--- config.mk ---
export PLATFORM = sky130hd
export DESIGN_NAME = oled_page_streamer
export DESIGN_NICKNAME = d
export VERILOG_FILES = /design/src/rtl/oled_pkg.sv /design/src/rtl/oled_byte_slot.sv /design/src/rtl/oled_page_streamer.sv
export SDC_FILE = /design/constraint.sdc
export NUM_CORES = 1
export LEC_CHECK = 0
export ABC_AREA = 1
export CAP_MARGIN = 20
export CORE_MARGIN = 2
export CORE_UTILIZATION = 48
export CTS_CLUSTER_SIZE = 30
export DETAILED_ROUTE_END_ITERATION = 10
export PLACE_DENSITY_LB_ADDON = 0.08
export SLEW_MARGIN = 20
export SYNTH_ARGS = -nofsm -noshare
export SYNTH_HDL_FRONTEND = slang
export SYNTH_SLANG_ARGS = --single-unit
--- constraint.sdc ---
create_clock -name clk -period 1.7 [get_ports clk]
set_clock_uncertainty 0.15 [all_clocks]
set_input_delay 0.51 -clock clk [delete_from_list [all_inputs] [get_ports clk]]
set_output_delay 0.51 -clock clk [all_outputs]
set_load 0.03 [all_outputs]
--- src/rtl/oled_pkg.sv ---
// Shared constants, controller opcodes and streamer state encoding
// for the OLED framebuffer-to-display path.
package oled_pkg;

  localparam int H_PIXELS = 128;
  localparam int V_PIXELS = 64;
  localparam int PAGES    = V_PIXELS / 8;

  localparam logic [7:0] CMD_SET_PAGE = 8'hB0;
  localparam logic [7:0] CMD_COL_LO   = 8'h00;
  localparam logic [7:0] CMD_COL_HI   = 8'h10;

  typedef enum logic [2:0] {
    S_IDLE,
    S_WAIT_FB,
    S_CMD,
    S_RD_REQ,
    S_RD_WAIT,
    S_RD_GAP,
    S_DONE
  } state_t;

endpackage

--- src/rtl/oled_byte_slot.sv ---
// One-entry valid/ready holding register for a display byte and its dc flag.
// Reloads in the same cycle it drains, so a full stream needs no bubbles.
module oled_byte_slot (
  input  logic       clk,
  input  logic       rst,
  input  logic       load,
  input  logic [7:0] load_data,
  input  logic       load_dc,
  input  logic       out_ready,
  output logic       out_valid,
  output logic [7:0] out_data,
  output logic       out_dc,
  output logic       free
);

  assign free = !out_valid || out_ready;

  always_ff @(posedge clk) begin
    if (rst) begin
      out_valid <= 1'b0;
      out_data  <= 8'h00;
      out_dc    <= 1'b0;
    end else if (load) begin
      out_valid <= 1'b1;
      out_data  <= load_data;
      out_dc    <= load_dc;
    end else if (out_ready) begin
      out_valid <= 1'b0;
    end
  end

endmodule

--- src/rtl/oled_page_streamer.sv ---
// Walks the framebuffer page by page with column reads and streams
// GDDRAM bytes (optionally led by page/column commands) to the SPI driver.
module oled_page_streamer #(
  parameter int H_PIXELS       = oled_pkg::H_PIXELS,
  parameter int V_PIXELS       = oled_pkg::V_PIXELS,
  parameter bit EMIT_PAGE_CMDS = 1'b1,
  parameter int COL_OFFSET     = 0
) (
  input  logic       clk,
  input  logic       rst,
  input  logic       start,
  output logic       busy,
  output logic       frame_done,
  input  logic       fb_ready,
  input  logic       fb_busy,
  output logic       fb_re,
  output logic [7:0] fb_r_xpos,
  output logic [7:0] fb_r_ypos,
  output logic       fb_r_mode,
  input  logic       fb_r_data_valid,
  input  logic [7:0] fb_dout,
  output logic       out_valid,
  input  logic       out_ready,
  output logic [7:0] out_data,
  output logic       out_dc
);

  import oled_pkg::*;

  localparam logic [6:0] LAST_COL  = 7'(H_PIXELS - 1);
  localparam logic [2:0] LAST_PAGE = 3'(V_PIXELS / 8 - 1);
  localparam logic [7:0] COL_OFF   = 8'(COL_OFFSET);

  state_t     state;
  logic [2:0] page;
  logic [6:0] col;
  logic [1:0] cmd_idx;
  logic       slot_free;
  logic       ld;
  logic       ld_dc;
  logic [7:0] ld_data;
  logic [7:0] cmd_byte;

  assign fb_r_xpos = {1'b0, col};
  assign fb_r_ypos = {2'b00, page, 3'b000};
  assign fb_r_mode = 1'b1;

  always_comb begin
    cmd_byte = CMD_SET_PAGE | {5'b0, page};
    case (cmd_idx)
      2'd1:    cmd_byte = CMD_COL_LO | {4'b0, COL_OFF[3:0]};
      2'd2:    cmd_byte = CMD_COL_HI | {4'b0, COL_OFF[7:4]};
      default: cmd_byte = CMD_SET_PAGE | {5'b0, page};
    endcase
  end

  always_comb begin
    ld      = 1'b0;
    ld_data = cmd_byte;
    ld_dc   = 1'b0;
    if (state == S_CMD && slot_free) begin
      ld = 1'b1;
    end
    if (state == S_RD_WAIT && fb_r_data_valid && slot_free) begin
      ld      = 1'b1;
      ld_data = fb_dout;
      ld_dc   = 1'b1;
    end
  end

  always_ff @(posedge clk) begin
    if (rst) begin
      state      <= S_IDLE;
      busy       <= 1'b0;
      frame_done <= 1'b0;
      fb_re      <= 1'b0;
      page       <= 3'd0;
      col        <= 7'd0;
      cmd_idx    <= 2'd0;
    end else begin
      frame_done <= 1'b0;
      case (state)
        S_IDLE: begin
          if (start) begin
            busy    <= 1'b1;
            page    <= 3'd0;
            col     <= 7'd0;
            cmd_idx <= 2'd0;
            state   <= S_WAIT_FB;
          end
        end
        S_WAIT_FB: begin
          if (fb_ready) begin
            cmd_idx <= 2'd0;
            state   <= EMIT_PAGE_CMDS ? S_CMD : S_RD_REQ;
          end
        end
        S_CMD: begin
          if (slot_free) begin
            if (cmd_idx == 2'd2) begin
              cmd_idx <= 2'd0;
              state   <= S_RD_REQ;
            end else begin
              cmd_idx <= cmd_idx + 2'd1;
            end
          end
        end
        // never start a read on top of an in-flight write
        S_RD_REQ: begin
          if (!fb_busy) begin
            fb_re <= 1'b1;
            state <= S_RD_WAIT;
          end
        end
        S_RD_WAIT: begin
          if (fb_r_data_valid && slot_free) begin
            fb_re <= 1'b0;
            state <= S_RD_GAP;
          end
        end
        S_RD_GAP: begin
          if (col == LAST_COL) begin
            col <= 7'd0;
            if (page == LAST_PAGE) begin
              state <= S_DONE;
            end else begin
              page  <= page + 3'd1;
              state <= EMIT_PAGE_CMDS ? S_CMD : S_RD_REQ;
            end
          end else begin
            col   <= col + 7'd1;
            state <= S_RD_REQ;
          end
        end
        S_DONE: begin
          if (slot_free) begin
            frame_done <= 1'b1;
            busy       <= 1'b0;
            state      <= S_IDLE;
          end
        end
        default: state <= S_IDLE;
      endcase
    end
  end

  oled_byte_slot u_slot (
    .clk       (clk),
    .rst       (rst),
    .load      (ld),
    .load_data (ld_data),
    .load_dc   (ld_dc),
    .out_ready (out_ready),
    .out_valid (out_valid),
    .out_data  (out_data),
    .out_dc    (out_dc),
    .free      (slot_free)
  );

endmodule

### Yosys cells after proc, flatten, opt, wreduce, memory -nomap -nowiden

Index checks and enable logic that the tools add are counted.

* register bits after elaboration: 28
* input port bits: 15
* output and inout port bits: 30
* logic and storage cells: 88

* add/subtract/negate cells: 3
* eq/ne operators: 19
* muxes and demuxes: 36
* bitwise gates (word level): 1
* reduce and logical (&&, ||, !) cells: 19

Operator list (number)
* 3-bit 2-to-1 mux: 12
* 3-bit case mux with 7 select lines: 1
* 8-bit case mux with 2 select lines: 1
* 7-bit 2-to-1 mux: 2
* 2-bit inequality test, second input constant: 7
* 7-bit case mux with 2 select lines: 1
* 3-bit == test, second input constant: 4
* 1-bit 2-to-1 mux: 10
* 2-bit 2-to-1 mux: 4
* 8-bit 2-to-1 mux: 1
* 4-bit AND reduction: 2
* 2-bit nonzero test: 4
* 7-bit by 1-bit adder with 7-bit output, second input constant: 1
* 7-bit == test, second input constant: 1
* 7-bit AND reduction: 1
* 3-bit by 2-bit == test with 1-bit output, second input constant: 2
* 2-bit case mux with 3 select lines: 1
* 3-bit case mux with 2 select lines: 1
* 3-bit AND reduction: 2
* 1-bit logical AND: 4
* 2-bit by 1-bit inequality test with 1-bit output, second input constant: 2
* 1-bit case mux with 2 select lines: 2
* 3-bit by 1-bit adder with 3-bit output, second input constant: 1
* 3-bit by 1-bit == test with 1-bit output, second input constant: 1
* 10 further kinds: 10

### Depth between registers and ports, before layout

Gate-level depths: netlist of the first run.

* depth after elaboration: 6
* depth in mapped cells: 11

### By module

A second synthesis of the first run with hierarchy kept.

* cells, all modules: 226
* area, all modules: 1544.0 um2

Modules (own cells, without submodules)
* oled_page_streamer: times used 1, cells each 183, area an instance 1191.1 um2, sequential area each 360.3 um2
* oled_byte_slot: times used 1, cells each 43, area an instance 352.8 um2, sequential area each 200.2 um2

### Worst setup path before layout of the first run

No wires, ideal clock.

* path type: register to register
* start point: reg col[1]
* end point: reg page[1]
* library setup time: 0.116 ns
* arrival time: 1.374 ns
* path slack: 0.060 ns
* cell stages (with the launch flop): 9
* path buffers: 0
* path through: dfxtp_1 ha_1 nand3_1 inv_1 nand2_1 nand2_2 nand2_2 o21ai_0 nor2_1

* longest elaborated chain between the ends: 3

Ends and longest elaborated chain
* start: declaration: RTL line oled_page_streamer.sv:36 `logic [6:0] col;`
* start signal: assignment: RTL line oled_page_streamer.sv:131 `col <= col + 7'd1;`
* 7-bit == test: RTL line oled_page_streamer.sv:122 `if (col == LAST_COL) begin`
* 2-bit inequality test (no source line)
* 4-bit AND reduction (no source line)
* end signal: assignment: RTL line oled_page_streamer.sv:127 `page <= page + 3'd1;`
* end: declaration: RTL line oled_page_streamer.sv:35 `logic [2:0] page;`

No other way between the ends.
A chain may end at the register's enable or synchronous reset.

### Worst setup path in the final report of the first run

* start point: reg u_slot.out_data[2]
* end point: out out_data[2]

RTL lines
* start: declaration: RTL line oled_byte_slot.sv:11 `output logic [7:0] out_data,`
* start signal: assignment: RTL line oled_byte_slot.sv:25 `out_data <= load_data;`
* end: declaration: RTL line oled_page_streamer.sv:24 `output logic [7:0] out_data,`

No word-level cell between the ends.

==> results.cfg, run 1 <==
[status]
status = finished, final reports clean

[routing]
first_pass_iters = 4
via_per_inst = 4.70
dr.first_iter.drc_count = 70
wl_per_cell_um = 10.9
drtAntennaViolNets = 0
wl_um = 3630
num_vias = 1571
drcViolationCount = 0

[clock_tree]
cts_tree = yes
clk_pin_slew_ns = 0.15
cts.path.max_buffers = 2
cts_root_buf = clkbuf_4
cts_buffers = 3
clock_latency_ns = 0.33
htreeDepth = 1
cts.sinks = 28

[setup_path]
arrival_ns = 0.99
critPathLaunchType = flip-flop
crit_family = flip-flops
critPathMaxStageDelay_ns = 0.36
critPathRequiredTime_ns = 1.04
critical_path_class = flip-flop to output pin
cp_slowest_cell = dfxtp_1
cp-end-kind = output pin
regToRegStartpoint = state[0]$_SDFFE_PP0P_
crit_path_cell_trace = clkdlybuf4s15_2
crit_buf_inv = 1
worstPathMaxFanout = 2
critical_path.startpoint = u_slot.out_data[2]$_SDFFE_PP0P_

[timing]
finalCritPeriodShare_pct = 97.1
setup_violations = 0
rsz0062_at_grt = false
finalHoldViolCount = 0
timing.final.ws_setup_ns = 0.0492
slew_violations = 0
final.setup.tns_ns = 0
timing.final.crit_period_ns = 1.65
fmax_ghz = 0.606

[die]
die_x_um = 62.3
ios = 45
placementRows = 21
die_h_um = 62.3
start_util_pct = 49.4
fp.coreArea_um2 = 3310
dieArea_um2 = 3890

[synthesis]
avgSynthCellArea_um2 = 6.87
yosysUniqueCellTypes = 30
syn_area_um2 = 1630
ys_ff_latch = 28
ys_seq_area_share_pct = 34.3
ys.flop_type = dfxtp_1
ys_async_sr_fraction_pct = 0
synth_edf_count = 0
yosysWarnings = 0
syn_inst = 238

[power_and_ir_drop]
ir_drop_uv = 706
leakage_nw = 1.06
power_density_nw_per_um2 = 1360

[hold_path]
min_from = u_slot.out_data[6]$_SDFFE_PP0P_
worstHoldPathType = flip-flop to flip-flop

[global_route]
grt_pass1_wl_um = 6360
antenna_found_initial = 0
track_usage_pct = 19.8
use_met3_pct = 2.54
use_met2_pct = 32.2
grt_overflow = 0
met1_usage_pct = 27.5
grt_pass1_vias = 1474
grt_max_degree = 16
busiest_layer = met2

[final_layout]
stdcell_area_um2 = 2140
area_delta_synth_final_pct = 30.8
layout.cells.most_common_list = nand2_1, nor2_1, buf_4
drive_above_1_share_pct = 26.0
antenna_cells = 0
nNetsFinal = 310
final_common_cell = nand2_1

[placed_design]
pre_cts_slack_ns = -0.347
port_buffers = 37
place_congestion = 0.907
hpwl_um = 2780
dpl_cell_area_um2 = 2090

[flow_run]
maxCapViolCount = 0
-- layout make-up --
| cell class | instances | area [um^2] |
|---|---|---|
| clock buffers | 4 | 36.3 |
| flip-flops and latches | 28 | 567 |
| multi-input cells | 169 | 873 |
| inverters | 33 | 133 |
| well taps | 46 | 57.6 |
| fillers | 342 | 1170 |
| repair buffers | 54 | 470 |
-- cell usage after synthesis (3+ instances only) --
cell | n | area share, %
nor2_1 | 28 | 6.4
inv_1 | 27 | 6.2
ha_1 | 6 | 4.6
nand2_2 | 3 | 1.1
buf_6 | 4 | 2.8
nand3_1 | 10 | 3.1
a21oi_1 | 16 | 4.9
buf_4 | 7 | 3.2
nand4_1 | 4 | 1.5
nor2_4 | 4 | 2.8
o21ai_1 | 4 | 1.2
nand2_1 | 64 | 15
dfxtp_1 | 28 | 34
o21ai_0 | 12 | 3.7
inv_2 | 3 | 0.69
-- logic make-up (layout without fill, tap and decap cells) --
group	count (synthesis)	in the layout	share of synthesized area (%)
flip-flops	28	28	34.3
AND/OR/NAND/NOR	121	121	34.5
adder cells (fa/ha/maj)	6	6	4.59
buffers and inverters	46	91	14.6
AO/OA/AOI/OAI	35	35	11.6
other	2	7	0.460
-- per-stage QoR --
| stage | util, % | power, mW | instances | hold slack [ns] |
|---|---|---|---|---|
| 2_1_floorplan | - | 2.07 | 243 | 0.392 |
| 3_3_place_gp | 63.3 | 2.58 | 330 | 0.300 |
| 3_5_place_dp | 63.3 | 2.59 | 330 | 0.309 |
| 4_1_cts | 64.7 | 2.91 | 334 | 0.329 |
| 5_1_grt | 64.6 | 3.17 | 334 | 0.339 |
| 6_report | 64.6 | 2.91 | 334 | 0.329 |
-- final timing paths --
kind / cells past startpoint / end / slack, ns
setup / recovery: 1 / out_data[2] / 0.05
hold / removal: 2 / u_slot.out_data[6]$_SDFFE_PP0P_ / 0.33
setup reg to reg: 8 / u_slot.out_data[7]$_SDFFE_PP0P_ / 0.17
hold reg to reg: 2 / u_slot.out_data[6]$_SDFFE_PP0P_ / 0.33
-- timing repair --
item,in CTS,in global routing
cloned,0,0
buffers inserted,0,0
endpoints found under the setup margin,10,21
gates resized for setup,29,23
hold buffers,0,0
pin swaps,0,1
-- power breakdown --
| group | internal, mW | total [mW] | switching (mW) | leakage [nW] |
|---|---|---|---|---|
| Sequential | 0.815 | 0.955 | 0.139 | 0.230 |
| Clock | 0.131 | 0.338 | 0.207 | 0.0210 |
| Combinational | 0.642 | 1.62 | 0.976 | 0.811 |
| Total | 1.59 | 2.91 | 1.32 | 1.06 |
-- sequential cells by signal, summed over array words and instances, names as in the netlist --
signal,count
busy,1
state,3
u_slot.out_dc,1
cmd_idx,2
col,7
frame_done,1
u_slot.out_valid,1
page,3
u_slot.out_data,8
fb_re,1
-- routing by layer --
metal	routed length (um)	up-vias
met1	1800	704
met3	144	4
li1	-	827
met5	0	-
met2	1640	36
met4	37	0
-- worst reg2reg max path, stage by stage (launching register included) --
cell     delay, ns
dfxtp_2       0.45
buf_4         0.17
nor2_8        0.04
nand2_4       0.07
nor2_4        0.06
nor2_4        0.19
inv_1         0.09
o21ai_0       0.16
a21oi_1       0.06
(Power assumes the default switching activity.)
==> run 2, diff against run 1 <==
--- a/config.mk
+++ b/config.mk
@@ -8,11 +8,14 @@
 export ABC_AREA = 1
 export CAP_MARGIN = 20
 export CORE_MARGIN = 2
-export CORE_UTILIZATION = 48
+export CORE_UTILIZATION = 47
 export CTS_CLUSTER_SIZE = 30
 export DETAILED_ROUTE_END_ITERATION = 10
 export PLACE_DENSITY_LB_ADDON = 0.08
+export RECOVER_POWER = 25
 export SLEW_MARGIN = 20
 export SYNTH_ARGS = -nofsm -noshare
 export SYNTH_HDL_FRONTEND = slang
+export SYNTH_HIERARCHICAL = 1
 export SYNTH_SLANG_ARGS = --single-unit
+export TNS_END_PERCENT = 30
==> run 2 against run 1 <==
Compared with the run above:
- die area down 3.3%
- clock power up 34%
- register-to-register slack worse by 0.02 ns
- global-route usage up 0.47 points
- worst hold slack worse by 0.0071 ns
- setup slack worse by 0.010 ns
- utilization up 3.0 points
- routed wire length down 2.5%
- combinational power up 4%
- cell count down 2.4%
- non-clock buffer count up 2
- sequential share of layout area up 0.67 points
- critical path type unchanged
- critical endpoint is now fb_r_xpos[0]
- highest routed layer unchanged
==> results.cfg, run 2 <==
[synthesis]
syn_area_um2 = 1540
synth_top_area_share_pct = 36.3
yosys-top-cells-count = nand2_1, nor2_1, dfxtp_1
yosysWarnings = 6
yosysUniqueCellTypes = 31
ys_ff_latch = 28
synth.top_cells.by_area = dfxtp_1, nand2_1, nor2_1
avgSynthCellArea_um2 = 6.83
ys_async_sr_fraction_pct = 0
ys_seq_area_share_pct = 36.3
ys.flop_type = dfxtp_1
synth_edf_count = 0
synth_top_area_cell = dfxtp_1
yosysMostFrequentCell = nand2_1
syn_inst = 226

[die]
dieArea_um2 = 3760
die_h_um = 61.3
start_util_pct = 50.2
ios = 45
placementRows = 20
fp.coreArea_um2 = 3080
die_x_um = 61.3

[setup_path]
r2r_end = u_slot/out_data[6]$_SDFFE_PP0P_
critPathRequiredTime_ns = 1.04
critPathLaunchType = flip-flop
arrival_ns = 1.00
reg2regPathDepth = 7
worstPathMaxFanout = 5
rrSetupSlack_ns = 0.15
critical_path_class = flip-flop to output pin
regToRegStartpoint = state[0]$_SDFFE_PP0P_
cp-end-kind = output pin

[final_layout]
largest_registers = u_slot/out_data: 8 flops, col: 7 flops
largest_reg_flops = 8
fillCellCount = 285
multiInputGateArea_um2 = 860
nNetsFinal = 304
regArea_um2 = 566
area_delta_synth_final_pct = 34.7
largest-register = u_slot/out_data
final_util_pct = 67.6
drive_above_1_share_pct = 27.0
antenna_cells = 0
final_common_cell = nor2_1
layout.cells.most_common_list = nor2_1, nand2_1, dfxtp_1
stdcell_area_um2 = 2080

[power_and_ir_drop]
p_int_mw = 1.69
power.total_mw = 3.12
power_density_nw_per_um2 = 1500
ir_drop_uv = 905
p_comb_share_pct = 54.2
leakage_nw = 1.02
power_frac_seq_pct = 31.3
clkPwrFrac_pct = 14.5
switchingPower_mw = 1.43
swShare_pct = 45.9

[global_route]
antenna_found_initial = 0
grt_max_degree = 17
grt_pass1_wl_um = 5690
track_usage_pct = 20.3
grt_overflow = 0
grt_pass1_vias = 1300

[routing]
drtAntennaViolNets = 0
via_per_inst = 4.71
drcViolationCount = 0
wl_um = 3540
wl_per_cell_um = 10.8
dr.first_iter.drc_count = 86
num_vias = 1537
first_pass_iters = 4

[clock_tree]
post_cts_buffers = 0
htreeDepth = 1
clk_pin_slew_ns = 0.16
cts_hold_buf = 0
cts_tree = yes
clock_latency_ns = 0.34
cts_root_buf = clkbuf_4
cts.path.max_buffers = 2
cts_buffers = 3
cts.sinks = 28

[timing]
finalCritPeriodShare_pct = 97.7
holdWs_ns = 0.322
rsz0062_at_grt = false
final.setup.tns_ns = 0
finalHoldViolCount = 0
slew_violations = 0
setup_violations = 0
fmax_ghz = 0.602
timing.final.crit_period_ns = 1.66

[hold_path]
min_from = busy$_SDFFE_PP0P_
worstHoldPathType = flip-flop to flip-flop
min_path_cells = 2
min_to = busy$_SDFFE_PP0P_

[placed_design]
dpl_cell_area_um2 = 2030
hpwl_um = 2700
place_congestion = 0.789
port_buffers = 37

[status]
status = finished, final reports clean

[flow_run]
maxCapViolCount = 0
-- run 2: per-layer routing --
layer  wire length [um]  part of all wire (%)  track usage (%)
met5                  0                     0                0
met3                197                   5.6             5.46
met1               1790                    51             28.8
met4                 45                   1.3             4.66
met2               1500                    42             30.9
-- run 2: cell families after synthesis --
group           share of synthesized area [%]
simple gates                             34.4
compound gates                           13.0
buf+inv                                  10.9
flops                                    36.3
fa+ha+maj                                4.86
other cells                             0.486
-- run 2: worst max-delay path: stages, from the launching register on --
cell and delay [ns]:
dfxtp_2 0.36, buf_4 0.14, buf_4 0.16
-- run 2: timing repair --
action / 4_1_cts / 5_1_grt
gates cloned: 1 / 0
endpoints found under the setup margin: 25 / 24
resized for setup: 42 / 24
pin swaps: 1 / 3
-- run 2: per-stage QoR --
step / setup slack [ns] / cells
after floorplan: 0.00152 / 231
after global placement: -0.401 / 321
after detailed placement: -0.452 / 321
after CTS: -0.000685 / 326
after global routing: 0.00114 / 326
final: 0.0392 / 326
-- run 2: area by class of cell --
| class | count | share of cell area (%) |
|---|---|---|
| Multi-Input combinational cell | 169 | 41.3 |
| Sequential cell | 28 | 27.2 |
| Timing Repair Buffer | 56 | 21.5 |
| Inverter | 25 | 4.81 |
| Tap cell | 44 | 2.65 |
| Clock inverter | 1 | 1.44 |
| Clock buffer | 3 | 1.08 |
-- run 2: power by group through the flow --
| stage | registers, mW | logic [mW] | clock network (mW) |
|---|---|---|---|
| 4_1_cts | 0.973 | 1.73 | 0.456 |
| 2_1_floorplan | 1.20 | 0.926 | 0 |
| 3_5_place_dp | 0.986 | 1.71 | 0 |
| 5_1_grt | 1.00 | 1.87 | 0.485 |
| 3_3_place_gp | 0.988 | 1.69 | 0 |
| 6_report | 0.975 | 1.69 | 0.452 |
-- run 2: how the worst max path moves through the flow --
stage                                     startpoint  slack (ns)                         endpoint  cells past startpoint
after floorplan                            out_ready       0.002       u_slot/out_dc$_SDFFE_PP0P_                     10
after global placement                     out_ready       -0.40  u_slot/out_data[3]$_SDFFE_PP0P_                     11
after detailed placement                   out_ready       -0.45  u_slot/out_data[6]$_SDFFE_PP0P_                     11
after CTS                                  out_ready     -0.0007  u_slot/out_data[6]$_SDFFE_PP0P_                     10
after global routing      u_slot/out_dc$_SDFFE_PP0P_       0.001                           out_dc                      1
final                            col[0]$_SDFFE_PP0P_        0.04                     fb_r_xpos[0]                      2
==> run 3, diff against run 2 <==
--- a/config.mk
+++ b/config.mk
@@ -11,6 +11,7 @@
 export CORE_UTILIZATION = 47
 export CTS_CLUSTER_SIZE = 30
 export DETAILED_ROUTE_END_ITERATION = 10
+export GPL_ROUTABILITY_DRIVEN = 0
 export PLACE_DENSITY_LB_ADDON = 0.08
 export RECOVER_POWER = 25
 export SLEW_MARGIN = 20
==> results of run 3 <==
Same layout as run 2: the final DEF is identical, and so are final timing and power.
